## config.mk

```make
export PLATFORM = sky130hd
export DESIGN_NAME = lcd_timing_gen
export DESIGN_NICKNAME = d
export VERILOG_FILES = /design/src/rtl/lcd_timing_gen.sv
export SDC_FILE = /design/constraint.sdc
export NUM_CORES = 1
export LEC_CHECK = 0
export CORE_ASPECT_RATIO = 1.75
export CORE_MARGIN = 2
export CORE_UTILIZATION = 49
export CTS_CLUSTER_SIZE = 16
export DETAILED_ROUTE_END_ITERATION = 16
export HOLD_SLACK_MARGIN = 0.02
export PLACE_DENSITY = 0.88
export SETUP_SLACK_MARGIN = 0.15
export SKIP_CTS_REPAIR_TIMING = 1
export SYNTH_ARGS = -nofsm -noshare
export SYNTH_HDL_FRONTEND = slang
export SYNTH_SLANG_ARGS = --single-unit
export TNS_END_PERCENT = 100
```

## constraint.sdc

```tcl
create_clock -name clk -period 2.05 [get_ports clk]
set_input_delay 0.41 -clock clk [delete_from_list [all_inputs] [get_ports clk]]
set_output_delay 0.41 -clock clk [all_outputs]
set_load 0.03 [all_outputs]
```

## src/rtl/lcd_timing_gen.sv

```systemverilog
// LCD panel timing generator: derives a clk/2 pixel clock, walks the (h,v) raster
// and produces the pixel coordinate decode plus registered panel sync/enable strobes.
module lcd_timing_gen #(
  parameter int unsigned H_ACTIVE = 800,
  parameter int unsigned H_FRONT  = 210,
  parameter int unsigned H_SYNC   = 1,
  parameter int unsigned H_BACK   = 45,
  parameter int unsigned V_ACTIVE = 480,
  parameter int unsigned V_FRONT  = 22,
  parameter int unsigned V_SYNC   = 1,
  parameter int unsigned V_BACK   = 22
) (
  input  logic       clk,
  input  logic       reset,
  input  logic       en,
  output logic [9:0] pixel_x,
  output logic [9:0] pixel_y,
  output logic       pixel_valid,
  output logic       frame_start,
  output logic       disp_clk,
  output logic       disp_en,
  output logic       disp_hsync,
  output logic       disp_vsync
);

  localparam int unsigned H_TOTAL = H_SYNC + H_BACK + H_ACTIVE + H_FRONT;
  localparam int unsigned V_TOTAL = V_SYNC + V_BACK + V_ACTIVE + V_FRONT;

  localparam logic [10:0] H_LAST     = 11'(H_TOTAL - 1);
  localparam logic [10:0] V_LAST     = 11'(V_TOTAL - 1);
  localparam logic [10:0] H_ACT_LO   = 11'(H_SYNC + H_BACK);
  localparam logic [10:0] H_ACT_HI   = 11'(H_SYNC + H_BACK + H_ACTIVE);
  localparam logic [10:0] V_ACT_LO   = 11'(V_SYNC + V_BACK);
  localparam logic [10:0] V_ACT_HI   = 11'(V_SYNC + V_BACK + V_ACTIVE);
  localparam logic [10:0] H_SYNC_END = 11'(H_SYNC);
  localparam logic [10:0] V_SYNC_END = 11'(V_SYNC);

  logic        phase_q, phase_d;
  logic [10:0] h_q, h_d;
  logic [10:0] v_q, v_d;
  logic        disp_en_q, disp_en_d;
  logic        hsync_q, hsync_d;
  logic        vsync_q, vsync_d;
  logic        frame_start_q, frame_start_d;

  logic        advance;
  logic        h_active;
  logic        v_active;
  logic        visible;
  logic        hsync_n;
  logic        vsync_n;

  // Raster decode of the current (h,v); drives the combinational pixel outputs
  // and is what the panel strobes capture one pixel period later.
  always_comb begin
    h_active = (h_q >= H_ACT_LO) && (h_q < H_ACT_HI);
    v_active = (v_q >= V_ACT_LO) && (v_q < V_ACT_HI);
    visible  = h_active && v_active;
    hsync_n  = !(h_q < H_SYNC_END);
    vsync_n  = !(v_q < V_SYNC_END);
    advance  = en && phase_q;
  end

  always_comb begin
    phase_d       = phase_q;
    h_d           = h_q;
    v_d           = v_q;
    disp_en_d     = disp_en_q;
    hsync_d       = hsync_q;
    vsync_d       = vsync_q;
    frame_start_d = 1'b0;
    if (!en) begin
      phase_d   = 1'b0;
      h_d       = '0;
      v_d       = '0;
      disp_en_d = 1'b0;
      hsync_d   = 1'b1;
      vsync_d   = 1'b1;
    end else begin
      phase_d = ~phase_q;
      if (advance) begin
        disp_en_d = visible;
        hsync_d   = hsync_n;
        vsync_d   = vsync_n;
        // >= rather than == keeps the counters inside their range even from a corrupted state
        if (h_q >= H_LAST) begin
          h_d = '0;
          if (v_q >= V_LAST) begin
            v_d           = '0;
            frame_start_d = 1'b1;
          end else begin
            v_d = v_q + 11'd1;
          end
        end else begin
          h_d = h_q + 11'd1;
        end
      end
    end
  end

  always_ff @(posedge clk) begin
    if (reset) begin
      phase_q       <= 1'b0;
      h_q           <= '0;
      v_q           <= '0;
      disp_en_q     <= 1'b0;
      hsync_q       <= 1'b1;
      vsync_q       <= 1'b1;
      frame_start_q <= 1'b0;
    end else begin
      phase_q       <= phase_d;
      h_q           <= h_d;
      v_q           <= v_d;
      disp_en_q     <= disp_en_d;
      hsync_q       <= hsync_d;
      vsync_q       <= vsync_d;
      frame_start_q <= frame_start_d;
    end
  end

  always_comb begin
    pixel_valid = visible;
    pixel_x     = visible ? 10'(h_q - H_ACT_LO) : '0;
    pixel_y     = visible ? 10'(v_q - V_ACT_LO) : '0;
    frame_start = frame_start_q;
    disp_clk    = phase_q;
    disp_en     = disp_en_q;
    disp_hsync  = hsync_q;
    disp_vsync  = vsync_q;
  end

endmodule

```

### Word level (Yosys, flattened, before mapping)

Index checks and enable logic that the tools add are counted.

* add/sub/neg operators: 4
* order comparisons: 8
* multiplexer cells: 5
* bitwise gates (word level): 4
* reduce and logical (&&, ||, !) cells: 9

Operators with widths (count)
* adder 11 x 1 -> 11 bit, second input constant: 2
* < comparator 11 x 1 -> 1 bit, second input constant: 2
* 2-to-1 mux 11 bit: 2
* 2-to-1 mux 10 bit: 2
* >= comparator 11 x 10 -> 1 bit, second input constant: 1
* >= comparator 11 bit, second input constant: 1
* >= comparator 11 x 5 -> 1 bit, second input constant: 1
* >= comparator 11 x 6 -> 1 bit, second input constant: 1
* < comparator 11 x 10 -> 1 bit, second input constant: 1
* < comparator 11 x 9 -> 1 bit, second input constant: 1
* subtractor 10 x 5 -> 10 bit, second input constant: 1
* subtractor 10 x 6 -> 10 bit, second input constant: 1
* logical AND 1 bit: 4
* NOT 1 bit: 4
* OR reduction 4 bit: 1
* zero test 1 bit: 2
* AND reduction 2 bit: 1
* OR reduction 2 bit: 1
* 2-to-1 mux 1 bit: 1

* register bits after elaboration: 27
* output and inout port bits: 26
* word-level logic and storage cells: 37

### Depth between registers and ports, before layout

* depth after elaboration: 4
* mapped depth: 7

### Worst setup path before layout

No wires, ideal clock.

* path type: reg-to-output
* start point: register h_q[1]
* end point: output pixel_x[5]
* arrival: 2338 ps
* required time: 1640 ps
* setup slack: -698 ps
* stages on the path, launching flop included: 6
* path buffers: 0
* path through: dfxtp_1 ha_1 a211oi_1 o2111a_1 o211ai_1 nor4b_1

* cells in the longest elaborated chain, start to end: 4

Ends and longest elaborated chain
* from (decl): line 39 `logic [10:0] h_q, h_d;`
* from (signal assigned): line 104 `h_q <= '0;`
* from (signal assigned): line 112 `h_q <= h_d;`
* >= comparator 11 x 6 -> 1 bit or < comparator 11 x 10 -> 1 bit (tied branches): line 56 `h_active = (h_q >= H_ACT_LO) && (h_q < H_ACT_HI);`
* logical AND 1 bit: line 56
* logical AND 1 bit: line 58 `visible = h_active && v_active;`
* 2-to-1 mux 10 bit (*): line 123 `pixel_x = visible ? 10'(h_q - H_ACT_LO) : '0;`
* to (decl): line 16 `output logic [9:0] pixel_x,`

Every way passes the cells marked *; elsewhere a longest branch is shown, timed or not.

### Worst setup path in the final report

* start point: register v_q[4]
* end point: output pixel_x[5]

* cells in the longest elaborated chain, start to end: 4

Ends and longest elaborated chain
* from (decl): line 40 `logic [10:0] v_q, v_d;`
* from (signal assigned): line 113 `v_q <= v_d;`
* >= comparator 11 x 5 -> 1 bit or < comparator 11 x 9 -> 1 bit (tied branches): line 57 `v_active = (v_q >= V_ACT_LO) && (v_q < V_ACT_HI);`
* logical AND 1 bit (*): line 57
* logical AND 1 bit (*): line 58
* 2-to-1 mux 10 bit (*): line 123

Marked as above.

==> results by group <==
Critical path
  • Startpoint types: flip-flop
  • CP arrival: 2.38 ns
  • CP Max Fanout: 8
  • CP max stage delay: 0.46 ns
  • Crit-path most repeated cell: o211ai_1
  • Crit-path cells: o21ai_0 -> o211ai_1 -> o211ai_1 -> clkbuf_16 -> buf_8 -> nor4b_4 -> buf_4
  • Slowest stage cell on the critical path: dfxtp_1
  • Crit end category: output pin
  • WS Path Type: flip-flop to output pin
  • Req. time, crit path: 1.64 ns
  • Critical path buffers and inverters: 3
  • Cell family with most CP delay: compound AO/OA/AOI/OAI gates

STA
  • Post-Route Skew: 0.00294 ns
  • Hold Fails Final Rpt: 0
  • Rel. slew slack: 0.578
  • Final setup fails: 22
  • RSZ-0062 raised after global routing: yes
  • Fmax: 0.358 GHz
  • Post-layout minimum cycle time: 2.79 ns
  • Setup ws final: -0.743 ns
  • Final Max Tran Viols: 0
  • Period utilization: 1.36
  • Worst-margin pin slew: 0.633 ns

Synthesis
  • Netlist Area Pre-Place: 1990 µm²
  • EDFF count, synth: 0
  • Synth Net Count: 268
  • Largest family of logic cells by synthesized area: simple AND/OR/NAND/NOR gates
  • Compound-Gate Fraction of Synth Area: 0.246
  • Xor/xnor share of the synthesized area: 0.0618
  • Number of synthesized register bits: 27
  • Post-synthesis mux area share: 0.00504
  • Yosys warning count: 0
  • Avg Synthesized Cell Area: 7.70 µm²
  • Ys async rst share: 0
  • Synth unique cells: 50
  • Synth Instances: 258
  • Post-synthesis sequential area ratio: 0.272
  • Ys flop type: dfxtp_1
  • Post-synthesis adder-cell area fraction: 0.0441
  • Synth Area in Simple Gates: 0.296

Floorplanning
  • Die span in x: 52.1 µm
  • Die ar.: 4600 µm²
  • Core Region: 3870 µm²
  • Die H: 88.2 µm
  • Initial Util: 0.514
  • I/O Pins: 29
  • Site Rows: 30

Drt
  • DRT iter0 DRCs: 295
  • Vias/cell: 6.95
  • DRC Markers: 0
  • WL final: 9.44 mm
  • Vias: 2801
  • Wire length per cell: 23.4 µm
  • Post-DRT Antenna Nets: 0
  • TritonRoute pass-1 iters: 6

Placed design
  • Routability cong.: 0.997
  • DP Worst Slack: -0.605 ns
  • Hpwl dp: 5.26 mm
  • Port buffer count: 28

Layout
  • Most frequent cells in the layout: 75 x buf_4, 28 x buf_6, 22 x nand2_1
  • # diodes: 0
  • Leading cell type in the layout, fill and taps excluded: buf_4
  • Final Util: 0.880
  • Layout area overhead: 71.3%
  • Seq. cell area: 551 µm²
  • Nets: 366
  • Footprint of the multi-input gates: 1650 µm²
  • Layout cell share with drive strength beyond 1: 0.462
  • Fill cell count: 179

Power and ir drop
  • PwrDens: 267 nW/µm²
  • Worst vdd ir: 0.313 mV
  • Static leakage: 1.29 nW

Worst hold path
  • Hold WC Path Type: flip-flop to flip-flop

Clocking
  • Max Root-Sink Buffers: 2
  • Clk Latency, worst-skew pair: 0.28 ns
  • H-tree Lvls: 1
  • Clock transition at path regs: 0.10 ns
  • CTS Sinks: 27
  • CTS tree: yes
  • CTS root buf: clkbuf_8
  • CTS buffer count: 3

Run status
  • Status: finished with violations
  • Failing checks: setup timing

Global route
  • Antenna violations before repair: 0
  • GRT Util Overall: 0.332
  • Gr ovfl total: 0
  • Largest net degree at the start of global routing: 20
  • Global-route wire length before repair: 11.5 mm
  • Vias in the first global route: 2460

Flow run
  • Max cap viols: 0
[sequential cells by signal, summed over array words and instances, names as in the netlist]
name,cells
h_q,11
frame_start,1
disp_hsync,1
disp_clk,1
disp_vsync,1
disp_en,1
v_q,11
[tightest hold or removal path, delay by kind of cell (launching register included)]
| family | cells | cell delay [ns] |
|---|---|---|
| mux | 1 | 0.06 |
| flops | 1 | 0.34 |
| simple gates | 1 | 0.06 |
[Yosys cell counts (4+ instances only)]
cell type / n / area share
a211oi_1: 9 / 0.034
a21oi_1: 12 / 0.030
and3_1: 4 / 0.013
buf_2: 11 / 0.028
clkbuf_1: 13 / 0.025
dfxtp_1: 27 / 0.27
ha_1: 7 / 0.044
inv_1: 8 / 0.015
nand2_1: 22 / 0.042
nand3_1: 12 / 0.030
nand3b_1: 4 / 0.015
nand4_1: 10 / 0.032
nor2_1: 11 / 0.021
nor3_1: 25 / 0.063
nor4_1: 7 / 0.022
o211ai_1: 4 / 0.015
o21ai_0: 10 / 0.025
or3_1: 4 / 0.013
xnor2_1: 13 / 0.057
[routing by layer]
metal	routed length, µm	global-route usage	up-vias
li1	-	-	1170
met1	3070	0.339	1299
met2	4740	0.614	232
met3	753	0.0422	100
met4	881	0.206	0
met5	0	0	-
[cell type report]
type,instances,area share
Clock buffer,3,0.0121
Timing Repair Buffer,118,0.312
Inverter,8,0.00883
Tap cell,48,0.0177
Clock inverter,1,0.00184
Sequential cell,27,0.162
Multi-Input combinational cell,198,0.486
[through the flow]
step	setup TNS (ns)	instances	area [µm²]	power (W)	hold slack, ns
after CTS	-17.70	384	3060	0.000900	0.491
after floorplan	-2.07	258	2270	0.000568	0.475
final	-13.11	403	3400	0.000906	0.482
after global placement	-9.48	380	3020	0.000592	0.459
after global routing	-15.20	403	3400	0.000932	0.516
after detailed placement	-11.05	380	3020	0.000593	0.466
[final timing paths]
kind | to | startpoint | slack, ns | depth (start not counted)
worst max-delay path | pixel_x[5] | v_q[4] | -0.74 | 7
worst min-delay path | disp_vsync | disp_vsync | 0.48 | 2
worst max register to register | v_q[7] | h_q[1] | 0 | 7
worst min register to register | disp_vsync | disp_vsync | 0.48 | 2
[logic make-up (layout without fill, tap and decap cells)]
group | count (synthesis) | count (layout)
adders and majority gates | 7 | 7
and+or+nand+nor | 109 | 109
xor gates and xnor gates | 14 | 14
muxes | 1 | 1
DFF | 27 | 27
buffers and inverters | 34 | 130
AOI/OAI and AO/OA | 66 | 67
[power breakdown]
| part | switching, W | internal, W | leakage [nW] |
|---|---|---|---|
| Clock | 0.000179 | 0.000139 | 0.0260 |
| Combinational | 0.0000365 | 0.0000210 | 1.05 |
| Sequential | 0.00000464 | 0.000526 | 0.221 |
Note: power is estimated with default switching activity, not from simulation.
